### src/rtl/fifo72togmii.sv
// fifo72togmii: pops 72-bit {ctl,data} words from a non-FWFT FIFO and serialises them onto GMII TX,
// enforcing an inter-frame gap and flagging mid-frame underruns with gmii_tx_er.
module fifo72togmii #(
    parameter logic [3:0] Ifg = 4'd12
) (
    input  logic        gmii_tx_clk,
    input  logic        sys_rst_n,
    input  logic [71:0] dout,
    input  logic        empty,
    output logic        rd_en,
    output logic        rd_clk,
    output logic        gmii_tx_en,
    output logic [7:0]  gmii_txd,
    output logic        gmii_tx_er,
    output logic        underrun
);
    typedef enum logic [2:0] {IDLE, SEND, ABORT, DROP, IFG} state_t;
    state_t      state;
    logic [71:0] nxt, cur;
    logic        nxt_valid, rd_pending;
    logic [2:0]  lane, last;
    logic [3:0]  ifg_cnt;
    logic        nxt_gap, nxt_tail, cur_tail;

    assign rd_clk   = gmii_tx_clk;
    assign rd_en    = sys_rst_n & !empty & !nxt_valid & !rd_pending;
    assign nxt_gap  = nxt[71:64] == 8'h00;
    assign nxt_tail = !nxt_gap && nxt[71:64] != 8'hFF;
    assign cur_tail = cur[71:64] != 8'hFF;

    // last lane sent is the one just below the lowest clear ctl bit
    always_comb begin
        last = 3'd7;
        for (int i = 7; i >= 1; i--)
            if (!cur[64+i]) last = 3'(i - 1);
    end

    always_ff @(posedge gmii_tx_clk or negedge sys_rst_n) begin
        if (!sys_rst_n) begin
            state      <= IDLE;
            nxt        <= '0;
            cur        <= '0;
            nxt_valid  <= 1'b0;
            rd_pending <= 1'b0;
            lane       <= '0;
            ifg_cnt    <= '0;
            gmii_tx_en <= 1'b0;
            gmii_txd   <= '0;
            gmii_tx_er <= 1'b0;
            underrun   <= 1'b0;
        end else begin
            rd_pending <= rd_en;
            gmii_tx_er <= 1'b0;
            underrun   <= 1'b0;
            case (state)
                IDLE: if (nxt_valid) begin
                    nxt_valid <= 1'b0;
                    if (!nxt_gap) begin
                        cur        <= nxt;
                        lane       <= '0;
                        gmii_txd   <= nxt[7:0];
                        gmii_tx_en <= 1'b1;
                        state      <= SEND;
                    end
                end
                SEND: if (lane != last) begin
                    lane     <= lane + 3'd1;
                    gmii_txd <= cur[{lane + 3'd1, 3'b000} +: 8];
                end else if (cur_tail || nxt_valid && nxt_gap) begin
                    nxt_valid  <= cur_tail ? nxt_valid : 1'b0;
                    gmii_tx_en <= 1'b0;
                    gmii_txd   <= '0;
                    ifg_cnt    <= Ifg - 4'd1;
                    state      <= IFG;
                end else if (nxt_valid) begin
                    nxt_valid <= 1'b0;
                    cur       <= nxt;
                    lane      <= '0;
                    gmii_txd  <= nxt[7:0];
                end else begin
                    gmii_txd   <= '0;
                    gmii_tx_er <= 1'b1;
                    underrun   <= 1'b1;
                    state      <= ABORT;
                end
                ABORT: begin
                    gmii_tx_en <= 1'b0;
                    state      <= DROP;
                end
                DROP: if (nxt_valid) begin
                    nxt_valid <= 1'b0;
                    if (nxt_gap || nxt_tail) begin
                        ifg_cnt <= Ifg - 4'd1;
                        state   <= IFG;
                    end
                end
                IFG: begin
                    ifg_cnt <= ifg_cnt - 4'd1;
                    state   <= ifg_cnt == 4'd0 ? IDLE : IFG;
                end
                default: state <= IDLE;
            endcase
            // capture has priority; a pending read implies nxt was empty, so it never collides with a consume
            if (rd_pending) begin
                nxt       <= dout;
                nxt_valid <= 1'b1;
            end
        end
    end
endmodule

### config.mk
export PLATFORM = sky130hd
export DESIGN_NAME = fifo72togmii
export DESIGN_NICKNAME = d
export VERILOG_FILES = /design/src/rtl/fifo72togmii.sv
export SDC_FILE = /design/constraint.sdc
export NUM_CORES = 1
export LEC_CHECK = 0
export CAP_MARGIN = 25
export CORE_MARGIN = 2
export CORE_UTILIZATION = 35
export CTS_CLUSTER_SIZE = 24
export DETAILED_ROUTE_END_ITERATION = 6
export DONT_BUFFER_PORTS = 1
export PLACE_DENSITY = 0.52
export SYNTH_ARGS = -nofsm -noshare
export SYNTH_HDL_FRONTEND = slang
export SYNTH_SLANG_ARGS = --single-unit
### constraint.sdc
create_clock -name gmii_tx_clk -period 5 [get_ports gmii_tx_clk]
set_input_delay 0.75 -clock gmii_tx_clk [delete_from_list [all_inputs] [get_ports gmii_tx_clk]]
set_output_delay 0.75 -clock gmii_tx_clk [all_outputs]
set_load 0.01 [all_outputs]
Word-level counts from Yosys, hierarchy flattened
Index checks and enable logic that the tools add are counted.
- input bits: 75
- output and inout bits: 13
- bits in registers: 166
- word-level logic and storage cells: 112
- shift-type cells: 1
- reduce and logical (&&, ||, !) cells: 23
- bitwise operators: 3
- multiplexer cells: 53
- eq/ne operators: 20
- add/sub/neg operators: 2
- operators with widths (cell ; number):
    $mux 72 ; 5
    $pmux 72 s2 ; 1
    $shiftx 72x7->8 ; 1
    $mux 3 ; 18
    $mux 8 ; 5
    $mux 4 ; 4
    $ne 2x2->1 const B ; 8
    $ne 8x8->1 const B ; 2
    $pmux 8 s2 ; 1
    $pmux 3 s5 ; 1
    $reduce_and 5->1 ; 3
    $mux 1 ; 13
    $ne 3x3->1 const B ; 4
    $pmux 4 s3 ; 1
    $reduce_and 6->1 ; 2
    $reduce_bool 3->1 ; 3
    $logic_not 8->1 ; 1
    $eq 3x2->1 const B ; 2
    $pmux 3 s2 ; 1
    $reduce_and 3->1 ; 2
    $logic_not 1->1 ; 4
    $logic_not 4->1 ; 1
    $ne 4x4->1 const B ; 1
    $sub 4x1->4 const B ; 1
    other kinds (13) ; 17

Logic depth before layout (Yosys ltp)
Gate-level depths: netlist (run 1).
- depth in word-level cells: 11
- gate-level depth with buffers: 8
- depth with buffers taken out: 7

==> results of run 1 <==
[cell usage after synthesis (all sizes together) (2+ instances only)]
library cell	instances	area, um2
mux2i	9	90.09
mux4	16	360.4
nand3	3	15.01
o21ai	17	85.08
nor4b	2	17.52
xnor2	4	35.03
inv	14	52.55
and2	2	12.52
nand4	5	31.28
nor3	5	36.29
nand2b	3	18.77
nor2	6	22.52
o221ai	8	70.07
xor2	2	17.52
a21oi	4	20.02
dfrtp	166	4154
nor4	2	12.51
mux2	136	1580
nand3b	4	30.03
a31oi	2	27.53
ha	2	25.02
buf	13	118.9
nand2	33	128.9
clkbuf	14	52.55
nor2b	3	18.77
[layout by cell type (no fill, tap or decap), types with 2 or more instances in the layout]
cell and n:
nor4_1 2, mux2_4 13, mux2i_1 9, inv_1 14, clkbuf_8 3, mux4_2 16
o221ai_1 8, nand2_2 2, nor3_1 4, a21oi_1 4, xnor2_1 4, clkbuf_16 17
nand2b_1 3, mux2_2 123, inv_6 3, nor2b_1 3, nor2_1 6, bufinv_16 2
nand4_1 5, inv_8 3, nand3b_1 4, nor4b_1 2, ha_1 2, dfrtp_1 165
buf_4 2, dlygate4sd3_1 2, nand3_1 3, nand2_1 31, clkinvlp_4 2, xor2_1 2
o21ai_0 16
[area by class of cell]
class | count | area [um2] | share of cell area
Multi-Input combinational cell | 280 | 2751 | 0.3434
Inverter | 14 | 52.55 | 0.006559
Clock inverter | 12 | 160.2 | 0.01999
Sequential cell | 166 | 4158 | 0.5190
Timing Repair Buffer | 6 | 82.58 | 0.01031
Antenna cell | 1 | 2.502 | 0.0003124
Clock buffer | 20 | 466.7 | 0.05825
Tap cell | 270 | 337.8 | 0.04217
[what timing repair did]
item / CTS / global route
gates resized for setup: 0 / 0
hold buffers: 2 / 0
endpoints found under the hold margin: 10 / 0
setup buffers: 0 / 0
[routing by layer]
metal  global-route usage  up-vias  part of all wire
met1               0.1963     2010              0.45
met4              0.06262        6             0.017
met3              0.04099       18             0.041
met5                    0        -            0.0030
li1                     -     1752                 -
met2               0.2331       77              0.48
[logic make-up (layout without fill, tap and decap cells)]
group                    after synthesis  count (layout)  share of synthesized area
multiplexers                         161             161                     0.2848
flip-flops                           166             166                     0.5827
AO/OA/AOI/OAI                         42              42                    0.04107
XOR/XNOR                               6               6                   0.007371
other                                  0               1                          0
AND/OR/NAND/NOR                       69              69                    0.04914
buffers and inverters                 41              52                    0.03141
adder cells (fa/ha/maj)                2               2                   0.003509
[how the worst max path moves through the flow]
| stage | end | startpoint | slack, ns |
|---|---|---|---|
| 6_report | rd_clk | gmii_tx_clk | 1.75 |
| 5_1_grt | rd_clk | gmii_tx_clk | 1.75 |
| 4_1_cts | rd_clk | gmii_tx_clk | 1.75 |
| 3_5_place_dp | rd_clk | gmii_tx_clk | 1.75 |
| 3_3_place_gp | rd_clk | gmii_tx_clk | 1.75 |
| 2_1_floorplan | rd_clk | gmii_tx_clk | 1.63 |
[where the power goes]
part,internal [mW],switching [mW],leakage [nW]
combinational,1.09,0.783,1.07
sequential,2.01,0.456,1.98
clock,0.797,0.585,0.302
total,3.90,1.82,3.35
[state kept, by name, indices dropped and copies added, names as in the netlist, 3 cells and up]
signal,flops
cur,72
nxt,72
gmii_txd,8
ifg_cnt,4
lane,3
state,3
[through the flow]
step | std cells | hold WS, ns | setup slack, ns | util
floorplan | 487 | 0.4544 | 1.631 | -
global placement | 733 | 0.4612 | 1.750 | 0.3648
detailed placement | 733 | 0.4611 | 1.750 | 0.3648
CTS | 767 | 0.0009509 | 1.750 | 0.3970
global route | 768 | 0.0008101 | 1.750 | 0.3984
finish | 769 | 0.01874 | 1.750 | 0.3985
==> results.toml, run 1 <==
[floorplanning]
io_pins = 88
start_util = 0.3546
core_um2 = 20100
die_h_um = 146.7
die_x_um = 146.7
dieArea_um2 = 21530
row_count = 52

[worst_setup_path]
r2r_start = "nxt[69]"
rrSetupSlack_ns = 2.06
ff2ff_path_depth = 7
start_kind = "clock port"
cp.arrival_ns = 2.50
path_class = "clk2out"
critPathCaptureType = "primary output"
path_depth = 0
worstPathRequired_ns = 4.25
cp_max_fo = 2
worstReg2RegEnd = "cur[69]"

[grt]
grt_max_degree = 157
grtUsageTotal = 0.1490
overflow = 0
antenna_found_initial = 4
grt_pass1_vias = 4189
grt_pass1_wl_um = 24410

[placement]
hpwlAfterDp_um = 9488
gp_congestion = 0.7473
place_area_um2 = 7335
port_buffers = 0

[drt]
vias_per_cell = 5.023
ant_nets = 0
dr.pass1.iters = 4
avgRoutedWirePerCell_um = 19.38
num_vias = 3863
detail_route.iter0.violations = 249
wirelength_um = 14910
drc = 0

[clocking]
clk_latency_ns = 0.43
cts_sinks = 166
cts_max_level = 4
cts_root_buffer = "clkbuf_16"
cts_buffers = 17
tritoncts = "built"
cts_buffer_depth = 2
cts.reportedPaths.clkPinSlew_ns = 0.07

[synth]
async_flop_share = 1.000
syn_inst = 487
ys.flop_type = "dfrtp_1"
yosysWarnings = 0
syn_avg_cell_area_um2 = 14.64
netlist_area_um2 = 7129
ys_types = 46
ys_seq_area_frac = 0.5827
syn-num-nets = 564
synth_edf_count = 0
synth_seq_cells = 166

[final_layout]
nets = 562
stdcell_area_um2 = 8011
area_growth_pct = 12.37
fill_cells = 1840
drive_gt1_frac = 0.3896

[timing]
drv_slew = 0
hold_viol = 0
setup_viol = 0
rsz0062_at_grt = "no"
worst_slew_pin_slew_ns = 0.9767
fin_worst_skew_ns = 0.009688
setup_tns_ns = 0
slew-limit-headroom = 0.3489

[power]
total_power_mw = 5.728
ir_worst_vdd_v = 0.0002711
pwr_density_cell_nw_per_um2 = 714.9
power.leakage_nw = 3.349

[job]
maxCapViolCount = 0

[outcome]
status = "finished, final reports clean"

[worst_hold_path]
hold_class = "in2async"
No activity file was read; power rests on OpenSTA's default activity.
==> run 2, diff against run 1 <==
- PLACE_DENSITY: 0.52 -> 0.54
- clock period: 5 -> 2.9 ns (I/O delays scaled with it)
==> results.toml, run 2 (synthesis gave the netlist of run 1 again) <==
[worst_setup_path]
path_class = "reg2reg"
cp_max_fo = 80
start_kind = "flop"
critPathTopFamily = "simple AND/OR/NAND/NOR gates"
rrSetupSlack_ns = 0.46
cpPeakStageDelay_ns = 0.45
worstPathRequired_ns = 3.20
critPathCaptureType = "flop"
cp.arrival_ns = 2.75
worstPathCellList = "nor4_1, nand2_1, nand2_2, nor2_1, a31oi_4, buf_12, mux2_2"
cp_slowest_cell = "nor4_1"
cp.buffers_inverters = 1

[outcome]
violations = "hold timing"
status = "complete, but fails checks"

[timing]
fin_worst_skew_ns = 0.01422
max_freq_mhz = 409.3
hold_viol = 166
finalCriticalPeriod_ns = 2.443
setup_tns_ns = 0
setup_viol = 0
rsz0062_at_grt = "no"
setup_ws_ns = 0.4571
slew-limit-headroom = 0.5175
hold_slack_ns = -0.2973
fin_crit_sh = 0.8424
drv_slew = 0
worst_slew_pin_slew_ns = 0.7137

[clocking]
tritoncts = "built"
cts.reportedPaths.clkPinSlew_ns = 0.07
cts_max_level = 4
post-cts-setup-buffers = 0
cts_buffer_depth = 2
cts_root_buffer = "clkbuf_16"
cts_buffers = 17
clk_latency_ns = 0.43
cts_sinks = 166
cts-resized-gates = 0

[grt]
grt_max_degree = 168
overflow = 0
grt_pass1_vias = 4191
antenna_found_initial = 4
grt_pass1_wl_um = 23010
grtUsageTotal = 0.1402

[power]
power.leakage_nw = 3.292
power_frac_clock = 0.220
total_power_mw = 9.571
intPower_mw = 6.476
power_switching_mw = 3.095
ir_worst_vdd_v = 0.0004328
sw_frac_of_total = 0.3234
p_comb_frac = 0.335
pwr_density_cell_nw_per_um2 = 1210
pwr-share-seq = 0.446

[placement]
gp_congestion = 0.7498
place_area_um2 = 7357
hpwlAfterDp_um = 9382
port_buffers = 0
place_ws_ns = 0.5147

[drt]
ant_nets = 0
avgRoutedWirePerCell_um = 18.41
vias_per_cell = 4.975
num_vias = 3836
dr.pass1.iters = 4
drc = 0
wirelength_um = 14200
detail_route.iter0.violations = 221

[final_layout]
reg_top3 = "cur: 72 flops, nxt: 72 flops, gmii_txd: 8 flops"
final_cell_mix = "dfrtp_1, mux2_2, nand2_1"
area_growth_pct = 10.99
drive_gt1_frac = 0.3916
multi_input_area_um2 = 2751
final_common_cell = "dfrtp_1"
fill_cells = 1862
seq_area_um2 = 4158
nets = 562
stdcell_area_um2 = 7913

[floorplanning]
start_util = 0.3546
io_pins = 88
core_um2 = 20100
die_h_um = 146.7
die_x_um = 146.7
row_count = 52
dieArea_um2 = 21530

[job]
maxCapViolCount = 0

[worst_hold_path]
hold_class = "in2async"
==> run 2: changes by cell type in the layout (fill, tap and decap cells not counted), sizes merged, moves of 2 or more <==
cell and change:
buf +2, bufinv -2, clkbuf -2, clkinvlp +4
diode +2, dlygate4sd3 -2
==> run 2: final cells by class <==
type,count,area share
clock buffers,18,0.05424
multi-input cells,280,0.3477
clock inverters,14,0.01502
flip-flops and latches,166,0.5255
inverters,14,0.006641
well taps,270,0.04269
diodes,3,0.0009488
repair buffers,6,0.007274
==> run 2: final timing paths <==
path	start	to	cells after the start
worst max-delay path	nxt[68]	cur[1]	7
worst min-delay path	sys_rst_n	nxt[20]	0
worst max register to register	nxt[68]	cur[1]	7
worst min register to register	cur[17]	cur[17]	1
max in group asynchronous	sys_rst_n	nxt[23]	0
min in group gmii_tx_clk	empty	rd_pending	1
==> run 2: power groups by stage <==
stage / clock network [mW] / registers [mW] / logic (mW)
floorplan: 0.0284 / 3.95 / 2.80
global placement: 0 / 4.29 / 3.16
detailed placement: 0 / 4.33 / 3.25
CTS: 2.17 / 4.29 / 3.27
global route: 2.27 / 4.44 / 3.50
finish: 2.10 / 4.27 / 3.20
==> run 2: metrics by stage <==
step,instances,util
6_report,771,0.3936
2_1_floorplan,487,-
3_5_place_dp,736,0.3659
4_1_cts,768,0.3932
5_1_grt,769,0.3933
3_3_place_gp,736,0.3659
==> run 2: routing by layer <==
layer | track usage | up-vias | share of wire | wire length (um)
li1 | - | 1751 | - | -
met1 | 0.1806 | 1971 | 0.45 | 6424
met2 | 0.2129 | 86 | 0.47 | 6672
met3 | 0.05186 | 22 | 0.057 | 808
met4 | 0.06165 | 6 | 0.018 | 256
met5 | 0 | - | 0.0024 | 34
